<file path="config.mk">
export PLATFORM = sky130hd
export DESIGN_NAME = mem_arbiter_flat
export DESIGN_NICKNAME = d
export VERILOG_FILES = /design/src/rtl/mem_arbiter_if.sv /design/src/rtl/mem_arbiter.sv /design/src/flat_wrapper.sv
export SDC_FILE = /design/constraint.sdc
export NUM_CORES = 1
export LEC_CHECK = 0
export CORE_MARGIN = 3
export CORE_UTILIZATION = 39
export CTS_BUF_LIST = sky130_fd_sc_hd__clkbuf_4 sky130_fd_sc_hd__clkbuf_8 sky130_fd_sc_hd__clkbuf_16
export DETAILED_ROUTE_END_ITERATION = 8
export PLACE_DENSITY = 0.73
export SYNTH_ARGS = -nofsm -noshare
export SYNTH_HDL_FRONTEND = slang
export SYNTH_SLANG_ARGS = --single-unit
</file>
<file path="constraint.sdc">
create_clock -name clk -period 1.7 [get_ports clk]
set_input_delay 0.255 -clock clk [delete_from_list [all_inputs] [get_ports clk]]
set_output_delay 0.255 -clock clk [all_outputs]
set_load 0.02 [all_outputs]
</file>
<file path="src/rtl/mem_arbiter_if.sv">
`default_nettype none
// ============================================================================
// Module   : mem_arbiter_if
// Desc     : Fetch, load/store and memory-side signal bundle for mem_arbiter.
// Revision : 1.0 - initial release
// ============================================================================
interface mem_arbiter_if #(
    parameter int DATA_W = 8,
    parameter int ADDR_W = 8
);
    logic              if_req;
    logic [ADDR_W-1:0] if_addr;
    logic              if_abort;
    logic [DATA_W-1:0] if_rdata;
    logic              if_ready;

    logic              ls_req;
    logic              ls_we;
    logic [ADDR_W-1:0] ls_addr;
    logic [DATA_W-1:0] ls_wdata;
    logic [DATA_W-1:0] ls_rdata;
    logic              ls_ready;

    logic              mem_en;
    logic              mem_we;
    logic [ADDR_W-1:0] mem_addr;
    logic [DATA_W-1:0] mem_wdata;
    logic [DATA_W-1:0] mem_rdata;

    logic              busy;

    // Arbiter side
    modport slave (
        input  if_req, if_addr, if_abort,
        input  ls_req, ls_we, ls_addr, ls_wdata,
        input  mem_rdata,
        output if_rdata, if_ready, ls_rdata, ls_ready,
        output mem_en, mem_we, mem_addr, mem_wdata, busy
    );

    // Requester / memory side
    modport master (
        output if_req, if_addr, if_abort,
        output ls_req, ls_we, ls_addr, ls_wdata,
        output mem_rdata,
        input  if_rdata, if_ready, ls_rdata, ls_ready,
        input  mem_en, mem_we, mem_addr, mem_wdata, busy
    );
endinterface
`default_nettype wire

</file>
<file path="src/rtl/mem_arbiter.sv">
`default_nettype none
// ============================================================================
// Module   : mem_arbiter
// Desc     : Single-port memory arbiter for fetch and load/store requesters,
//            with a fetch starvation guard and abortable fetches.
// Revision : 1.0 - initial release
// ============================================================================
module mem_arbiter #(
    parameter int DATA_W     = 8,
    parameter int ADDR_W     = 8,
    parameter int MEM_LAT    = 1,
    parameter int STARVE_MAX = 2
) (
    input  wire logic    clk,
    input  wire logic    reset,
    mem_arbiter_if.slave bus
);
    localparam logic [1:0] S_IDLE  = 2'd0;
    localparam logic [1:0] S_ISSUE = 2'd1;
    localparam logic [1:0] S_WAIT  = 2'd2;
    localparam logic [1:0] S_RESP  = 2'd3;

    localparam logic [2:0] c_MEM_LAT    = 3'(MEM_LAT);
    localparam logic [2:0] c_STARVE_MAX = 3'(STARVE_MAX);

    logic [1:0]        r_state,     w_state;
    logic              r_owner_ls,  w_owner_ls;
    logic              r_ls_we,     w_ls_we;
    logic              r_aborted,   w_aborted;
    logic [2:0]        r_wait_cnt,  w_wait_cnt;
    logic [2:0]        r_starve,    w_starve;
    logic              r_mem_en,    w_mem_en;
    logic              r_mem_we,    w_mem_we;
    logic [ADDR_W-1:0] r_mem_addr,  w_mem_addr;
    logic [DATA_W-1:0] r_mem_wdata, w_mem_wdata;
    logic [DATA_W-1:0] r_if_rdata,  w_if_rdata;
    logic [DATA_W-1:0] r_ls_rdata,  w_ls_rdata;
    logic              r_if_ready,  w_if_ready;
    logic              r_ls_ready,  w_ls_ready;
    logic              r_busy,      w_busy;

    logic w_if_valid;
    logic w_ls_valid;
    logic w_grant_if;

    assign w_if_valid = bus.if_req & ~bus.if_abort;
    assign w_ls_valid = bus.ls_req;
    // Fetch only beats a competing load/store once it has lost STARVE_MAX times in a row
    assign w_grant_if = w_if_valid & (~w_ls_valid | (r_starve == c_STARVE_MAX));

    always_comb begin
        w_state     = r_state;
        w_owner_ls  = r_owner_ls;
        w_ls_we     = r_ls_we;
        w_aborted   = r_aborted;
        w_wait_cnt  = r_wait_cnt;
        w_starve    = r_starve;
        w_mem_en    = 1'b0;
        w_mem_we    = 1'b0;
        w_mem_addr  = r_mem_addr;
        w_mem_wdata = r_mem_wdata;
        w_if_rdata  = r_if_rdata;
        w_ls_rdata  = r_ls_rdata;
        w_if_ready  = 1'b0;
        w_ls_ready  = 1'b0;

        case (r_state)
            S_IDLE: begin
                w_aborted = 1'b0;
                if (w_grant_if) begin
                    w_state     = S_ISSUE;
                    w_owner_ls  = 1'b0;
                    w_ls_we     = 1'b0;
                    w_mem_en    = 1'b1;
                    w_mem_addr  = bus.if_addr;
                    w_mem_wdata = '0;
                    w_starve    = 3'd0;
                end else if (w_ls_valid) begin
                    w_state     = S_ISSUE;
                    w_owner_ls  = 1'b1;
                    w_ls_we     = bus.ls_we;
                    w_mem_en    = 1'b1;
                    w_mem_we    = bus.ls_we;
                    w_mem_addr  = bus.ls_addr;
                    w_mem_wdata = bus.ls_wdata;
                    if (w_if_valid && (r_starve < c_STARVE_MAX)) begin
                        w_starve = r_starve + 3'd1;
                    end
                end
            end

            S_ISSUE: begin
                w_state    = S_WAIT;
                w_wait_cnt = c_MEM_LAT;
                if (!r_owner_ls && bus.if_abort) begin
                    w_aborted = 1'b1;
                end
            end

            S_WAIT: begin
                if (!r_owner_ls && bus.if_abort) begin
                    w_aborted = 1'b1;
                end
                if (r_wait_cnt == 3'd1) begin
                    w_state    = S_RESP;
                    w_wait_cnt = 3'd0;
                    if (r_owner_ls) begin
                        w_ls_ready = 1'b1;
                        if (!r_ls_we) begin
                            w_ls_rdata = bus.mem_rdata;
                        end
                    end else if (!(r_aborted || bus.if_abort)) begin
                        // A flush seen at any point of the fetch drops its result
                        w_if_ready = 1'b1;
                        w_if_rdata = bus.mem_rdata;
                    end
                end else begin
                    w_wait_cnt = r_wait_cnt - 3'd1;
                end
            end

            S_RESP: begin
                w_state = S_IDLE;
            end

            default: begin
                w_state = S_IDLE;
            end
        endcase

        w_busy = (w_state != S_IDLE);
    end

    always_ff @(posedge clk) begin
        if (reset) begin
            r_state     <= S_IDLE;
            r_owner_ls  <= 1'b0;
            r_ls_we     <= 1'b0;
            r_aborted   <= 1'b0;
            r_wait_cnt  <= 3'd0;
            r_starve    <= 3'd0;
            r_mem_en    <= 1'b0;
            r_mem_we    <= 1'b0;
            r_mem_addr  <= '0;
            r_mem_wdata <= '0;
            r_if_rdata  <= '0;
            r_ls_rdata  <= '0;
            r_if_ready  <= 1'b0;
            r_ls_ready  <= 1'b0;
            r_busy      <= 1'b0;
        end else begin
            r_state     <= w_state;
            r_owner_ls  <= w_owner_ls;
            r_ls_we     <= w_ls_we;
            r_aborted   <= w_aborted;
            r_wait_cnt  <= w_wait_cnt;
            r_starve    <= w_starve;
            r_mem_en    <= w_mem_en;
            r_mem_we    <= w_mem_we;
            r_mem_addr  <= w_mem_addr;
            r_mem_wdata <= w_mem_wdata;
            r_if_rdata  <= w_if_rdata;
            r_ls_rdata  <= w_ls_rdata;
            r_if_ready  <= w_if_ready;
            r_ls_ready  <= w_ls_ready;
            r_busy      <= w_busy;
        end
    end

    assign bus.mem_en    = r_mem_en;
    assign bus.mem_we    = r_mem_we;
    assign bus.mem_addr  = r_mem_addr;
    assign bus.mem_wdata = r_mem_wdata;
    assign bus.if_rdata  = r_if_rdata;
    assign bus.if_ready  = r_if_ready;
    assign bus.ls_rdata  = r_ls_rdata;
    assign bus.ls_ready  = r_ls_ready;
    assign bus.busy      = r_busy;
endmodule
`default_nettype wire

</file>
<file path="src/flat_wrapper.sv">
// flat-port wrapper written by rule: the top's interface ports become plain ports
module mem_arbiter_flat 
#(
    parameter int DATA_W     = 8,
    parameter int ADDR_W     = 8,
    parameter int MEM_LAT    = 1,
    parameter int STARVE_MAX = 2
)
  (clk, reset, bus_if_req, bus_if_addr, bus_if_abort, bus_ls_req, bus_ls_we, bus_ls_addr, bus_ls_wdata, bus_mem_rdata, bus_if_rdata, bus_if_ready, bus_ls_rdata, bus_ls_ready, bus_mem_en, bus_mem_we, bus_mem_addr, bus_mem_wdata, bus_busy);
  mem_arbiter_if #(.DATA_W(DATA_W), .ADDR_W(ADDR_W)) bus_i ();
  input  wire logic clk;
  input  wire logic reset;
  input wire logic [$bits(bus_i.if_req)-1:0] bus_if_req;
  input wire logic [$bits(bus_i.if_addr)-1:0] bus_if_addr;
  input wire logic [$bits(bus_i.if_abort)-1:0] bus_if_abort;
  input wire logic [$bits(bus_i.ls_req)-1:0] bus_ls_req;
  input wire logic [$bits(bus_i.ls_we)-1:0] bus_ls_we;
  input wire logic [$bits(bus_i.ls_addr)-1:0] bus_ls_addr;
  input wire logic [$bits(bus_i.ls_wdata)-1:0] bus_ls_wdata;
  input wire logic [$bits(bus_i.mem_rdata)-1:0] bus_mem_rdata;
  output wire logic [$bits(bus_i.if_rdata)-1:0] bus_if_rdata;
  output wire logic [$bits(bus_i.if_ready)-1:0] bus_if_ready;
  output wire logic [$bits(bus_i.ls_rdata)-1:0] bus_ls_rdata;
  output wire logic [$bits(bus_i.ls_ready)-1:0] bus_ls_ready;
  output wire logic [$bits(bus_i.mem_en)-1:0] bus_mem_en;
  output wire logic [$bits(bus_i.mem_we)-1:0] bus_mem_we;
  output wire logic [$bits(bus_i.mem_addr)-1:0] bus_mem_addr;
  output wire logic [$bits(bus_i.mem_wdata)-1:0] bus_mem_wdata;
  output wire logic [$bits(bus_i.busy)-1:0] bus_busy;
  assign bus_i.if_req = bus_if_req;
  assign bus_i.if_addr = bus_if_addr;
  assign bus_i.if_abort = bus_if_abort;
  assign bus_i.ls_req = bus_ls_req;
  assign bus_i.ls_we = bus_ls_we;
  assign bus_i.ls_addr = bus_ls_addr;
  assign bus_i.ls_wdata = bus_ls_wdata;
  assign bus_i.mem_rdata = bus_mem_rdata;
  assign bus_if_rdata = bus_i.if_rdata;
  assign bus_if_ready = bus_i.if_ready;
  assign bus_ls_rdata = bus_i.ls_rdata;
  assign bus_ls_ready = bus_i.ls_ready;
  assign bus_mem_en = bus_i.mem_en;
  assign bus_mem_we = bus_i.mem_we;
  assign bus_mem_addr = bus_i.mem_addr;
  assign bus_mem_wdata = bus_i.mem_wdata;
  assign bus_busy = bus_i.busy;
  mem_arbiter #(.DATA_W(DATA_W), .ADDR_W(ADDR_W), .MEM_LAT(MEM_LAT), .STARVE_MAX(STARVE_MAX)) u_core (.clk(clk), .reset(reset), .bus(bus_i));
endmodule
</file>
# Yosys cells after proc, flatten, opt, wreduce, memory -nomap -nowiden
# Index checks and enable logic that the tools add are counted.
# word_totals
ff_bits	48
inputBits	38
output_inout_bits	37
wordCells	78
# classes
n_addsub	2
order_cmp	1
n_eq_ne	6
mux	23
bitwise	11
n_reduce_logical	20
# op_table
op	n
$mux 8	4
$mux 3	4
$reduce_bool 2->1	5
$mux 1	9
$not 1->1	8
$pmux 2 s4	1
$reduce_and 4->1	2
$reduce_or 4->1	2
$mux 2	3
$pmux 3 s2	1
$eq 2x2->1 const B	2
$reduce_and 2->1	2
$reduce_or 2->1	2
$add 3x1->3 const B	1
$eq 3x1->1 const B	1
$eq 3x2->1 const B	1
$lt 3x2->1 const B	1
$reduce_and 3->1	1
$reduce_or 3->1	1
$sub 3x1->3 const B	1
$and 1x1->1	2
$eq 2x1->1 const B	1
$logic_and 1x1->1	2
$logic_not 2->1	1
other kinds (5)	5

# Logic depth before layout (Yosys ltp)
# logic_depth
word_depth	6
mapped_depth	7
ltp_nobuf	6

# Least setup slack after synthesis
# No wires, ideal clock.
# synth_timing
path_kind	reg-to-reg
from	register u_core.r_state[0]
to	register u_core.r_if_rdata[0], in the netlist u_core.bus.if_rdata[0]
setup_ns	0.128
arrival_time_ns	1.492
t_required_ns	1.572
slack_ns	0.080
path_stages_with_launch	8
path_buffers	1
period_less_slack_ns	1.620
cell_sequence	dfxtp_1 inv_1 ha_1 nand3b_2 or4_4 buf_6 mux2i_1 nor2_1
# synth_between
elab_chain_len	2
# synth_lines
item	line_no	source
from (decl)	mem_arbiter.sv:26	logic [1:0] r_state, w_state;
from (signal assigned)	mem_arbiter.sv:152	r_state <= w_state;
$eq 2x2->1	mem_arbiter.sv:67	case (r_state)
$reduce_and 4->1 (no source line)	--	
to (signal assigned)	mem_arbiter.sv:162	r_if_rdata <= w_if_rdata;
to (decl)	mem_arbiter.sv:36	logic [DATA_W-1:0] r_if_rdata, w_if_rdata;
# Every way passes these cells.
# A chain may end at the register's enable or synchronous reset.

# Worst setup path after layout
# layout_timing
from	register u_core.r_wait_cnt[1]
to	register u_core.r_if_rdata[3], in the netlist u_core.bus.if_rdata[3]
# layout_between
elab_chain_len	2
# layout_lines
item	line_no	source
from (decl)	mem_arbiter.sv:30	logic [2:0] r_wait_cnt, w_wait_cnt;
from (signal assigned)	mem_arbiter.sv:156	r_wait_cnt <= w_wait_cnt;
$eq 3x1->1	mem_arbiter.sv:104	if (r_wait_cnt == 3'd1) begin
$reduce_and 4->1 (no source line)	--	
# Every way passes these cells.

==> impl_metrics.sql <==
INSERT INTO impl_metrics (metric_group, metric, value, unit) VALUES
('setup_path', 'setup.reg_to_reg.worst_slack', '0.08', 'ns'),
('finish', 'finish.net_count', '342', ''),
('synth', 'synth_area_leader_cell', 'sky130_fd_sc_hd__dfxtp_1', ''),
('synth', 'synthArstFlopShare', '0', ''),
('power', 'post-layout-total-power', '0.002431', 'W'),
('grt', 'initial_antenna_violation_count', '0', ''),
('setup_path', 'worstRegToRegCells', '6', ''),
('grt', 'gr-usage-all-layers', '0.1589', ''),
('finish', 'area_growth_syn_to_layout', '51.47', '%'),
('drt', 'ant_nets', '0', ''),
('drt', 'postRouteWirelength', '4631', 'um'),
('finish', 'layout.cells.non_filler', '364', ''),
('synth', 'largest_family_of_logic_cells_by_synthesized_area', 'compound AO/OA/AOI/OAI gates', ''),
('setup_path', 'cp_max_fo', '5', ''),
('worst_hold_path', 'timing.hold.worst_path_depth', '2', ''),
('synth', 'synthDominantCellAreaShare', '0.4898', ''),
('grt', 'grt_first_pass_wirelength', '7755', 'um'),
('sta', 'hold_violations', '0', ''),
('synth', 'synth.net_count', '260', ''),
('drt', 'via_count', '1803', ''),
('synth', 'synthXorXnorAreaFrac', '0', ''),
('synth', 'postSynthAreaPerCell', '9.125', 'sq um'),
('synth', 'synth_fa_ha_area_frac', '0.04464', ''),
('finish', 'post_route_cells_drive_above_1_share', '0.1010', ''),
('floorplanning', 'num_io_pins', '75', ''),
('place', 'port_buffers', '74', ''),
('sta', 'final.min_clock_period', '1.617', 'ns'),
('synth', 'syn_inst', '215', ''),
('clock_network', 'tritoncts', 'built', ''),
('synth', 'synth_enable_flop_cells', '0', ''),
('place', 'hpwlAfterDp', '3331', 'um'),
('worst_hold_path', 'worst_hold_startpoint', 'u_core.bus.ls_rdata[2]$_SDFFE_PP0P_', ''),
('finish', 'antenna-diode-count', '0', ''),
('clock_network', 'cts.sink_count', '48', ''),
('synth', 'synth.cells.most_frequent', '48 x sky130_fd_sc_hd__dfxtp_1, 26 x sky130_fd_sc_hd__a21oi_1, 26 x sky130_fd_sc_hd__nor2_1, 20 x sky130_fd_sc_hd__o21ai_0, 16 x sky130_fd_sc_hd__mux2i_1', ''),
('synth', 'synth_seq_area_share', '0.4898', ''),
('synth', 'synth_compound_area_frac', '0.1958', ''),
('floorplanning', 'initial_utilization', '0.4099', ''),
('place', 'numPlacedInstances', '356', ''),
('sta', 'worst_margin_pin_slew', '0.4238', 'ns'),
('floorplanning', 'die_outline_area', '0.005917', 'sq mm'),
('clock_network', 'max_buffers_root_to_sink', '2', ''),
('synth', 'post-synth-top-count-cell', 'sky130_fd_sc_hd__dfxtp_1', ''),
('finish', 'fillerInstances', '442', ''),
('grt', 'vias_in_the_first_global_route', '1717', ''),
('drt', 'drt_pass1_iterations', '4', ''),
('synth', 'ys.warnings.count', '0', ''),
('setup_path', 'worstPathRequired', '1.89', 'ns'),
('worst_hold_path', 'worstHoldPathType', 'reg -> reg', ''),
('floorplanning', 'die-height', '76.93', 'um'),
('setup_path', 'cp-start-kind', 'flip-flop', ''),
('drt', 'vias_per_cell', '4.953', ''),
('sta', 'timing.max_slew.rel_slack', '0.7175', ''),
('run_status', 'run_status', 'complete, no violations', ''),
('finish', 'register_area', '963.4', 'sq um'),
('worst_hold_path', 'timing.hold.worst_endpoint', 'u_core.bus.ls_rdata[2]$_SDFFE_PP0P_', ''),
('drt', 'remaining_drcs', '0', ''),
('setup_path', 'timing.critical_path.to_type', 'flip-flop', ''),
('power', 'power_leakage', '1.232', 'nW'),
('drt', 'drt_iter0_markers', '88', ''),
('floorplanning', 'core_region_area', '0.004786', 'sq mm'),
('synth', 'synth-simple-area-share', '0.1441', ''),
('synth', 'ys_types', '34', ''),
('clock_network', 'deepest_level_of_the_cts_h_tree', '2', ''),
('synth', 'post_synth_instance_area', '0.001962', 'sq mm'),
('setup_path', 'critical_path.startpoint', 'u_core.r_wait_cnt[1]$_SDFFE_PP0N_', ''),
('sta', 'crit_share_post_route', '0.9513', ''),
('synth', 'flops_latches_synth', '48', ''),
('synth', 'synth.area.mux_share', '0.08163', ''),
('grt', 'grt.overflow.total', '0', ''),
('grt', 'grt_start_max_net_pins', '40', '');
==> routing by layer <==
metal | vias to the layer above | wire length, um | global-route usage
li1 | 920 | - | -
met1 | 823 | 2082 | 0.1911
met2 | 58 | 2151 | 0.2648
met3 | 2 | 372 | 0.06690
met4 | 0 | 24 | 0.03261
met5 | - | 0 | 0
==> how the worst max path moves through the flow <==
stage,to,slack [ns]
detailed placement,u_core.bus.mem_wdata[6]$_SDFFE_PP0P_,-0.18
finish,u_core.bus.if_rdata[3]$_SDFFE_PP0P_,0.08
global placement,u_core.bus.mem_wdata[0]$_SDFFE_PP0P_,-0.1
floorplan,u_core.bus.if_rdata[0]$_SDFFE_PP0P_,0.08
global route,u_core.bus.if_rdata[3]$_SDFFE_PP0P_,-0.007
CTS,u_core.bus.if_rdata[3]$_SDFFE_PP0P_,0.05
==> cells by family (layout without fill, tap and decap cells) <==
family | count (synthesis) | after routing
fa+ha+maj | 7 | 7
buf+inv | 20 | 101
flops | 48 | 48
mux | 16 | 16
simple gates | 58 | 59
compound gates | 66 | 66
==> placed cells by master, fill, tap and decap left out, types with 8 or more instances in the layout <==
| cell type | n |
|---|---|
| sky130_fd_sc_hd__inv_1 | 9 |
| sky130_fd_sc_hd__clkdlybuf4s50_1 | 74 |
| sky130_fd_sc_hd__dfxtp_1 | 46 |
| sky130_fd_sc_hd__o21ai_0 | 20 |
| sky130_fd_sc_hd__a22oi_1 | 8 |
| sky130_fd_sc_hd__buf_4 | 8 |
| sky130_fd_sc_hd__nand2_1 | 13 |
| sky130_fd_sc_hd__nor2_1 | 26 |
| sky130_fd_sc_hd__mux2i_1 | 16 |
| sky130_fd_sc_hd__a21oi_1 | 25 |
==> final cells by class <==
| class | instances | area share |
|---|---|---|
| well taps | 67 | 0.02821 |
| inverters | 10 | 0.01263 |
| multi-input cells | 148 | 0.3242 |
| clock buffers | 6 | 0.02779 |
| flip-flops and latches | 48 | 0.3242 |
| repair buffers | 84 | 0.2800 |
| clock inverters | 1 | 0.002947 |
==> worst max-delay path, cell delays in order (launching register included) <==
cell	delay, ns
sky130_fd_sc_hd__dfxtp_1	0.32
sky130_fd_sc_hd__inv_1	0.11
sky130_fd_sc_hd__ha_4	0.16
sky130_fd_sc_hd__nand3b_4	0.09
sky130_fd_sc_hd__or4_4	0.59
sky130_fd_sc_hd__mux2i_1	0.19
sky130_fd_sc_hd__nor2_1	0.06
==> what timing repair did <==
action,CTS,global route
buffers inserted,0,0
endpoints found under the hold margin,0,0
setup endpoints to repair,8,6
pin swaps,0,1
resized for setup,1,10
cloned,0,1
==> state kept, by name, indices dropped and copies added, names as in the netlist <==
signal	count
u_core.bus.mem_en	1
u_core.r_wait_cnt	3
u_core.bus.ls_ready	1
u_core.r_aborted	1
u_core.bus.if_rdata	8
u_core.bus.mem_wdata	8
u_core.bus.mem_addr	8
u_core.r_ls_we	1
u_core.r_owner_ls	1
u_core.r_starve	3
u_core.bus.mem_we	1
u_core.bus.if_ready	1
u_core.bus.busy	1
u_core.bus.ls_rdata	8
u_core.r_state	2
==> through the flow <==
step | instance area (sq um) | TNS (ns) | util | hold slack, ns
2_1_floorplan | 1962 | 0 | - | 0.3910
3_3_place_gp | 2825 | -1.121 | 0.5903 | 0.4599
3_5_place_dp | 2825 | -1.867 | 0.5903 | 0.4717
4_1_cts | 2920 | 0 | 0.6102 | 0.4841
5_1_grt | 2972 | -0.006993 | 0.6209 | 0.5028
6_report | 2972 | 0 | 0.6209 | 0.4791
==> where the power goes <==
group	switching (W)	total, W	internal, W
Combinational	0.000247	0.000513	0.000266
Sequential	0.0000427	0.00123	0.00119
Clock	0.000363	0.000688	0.000325
Total	0.000653	0.00243	0.00178
Note: power is estimated with default switching activity, not from simulation.
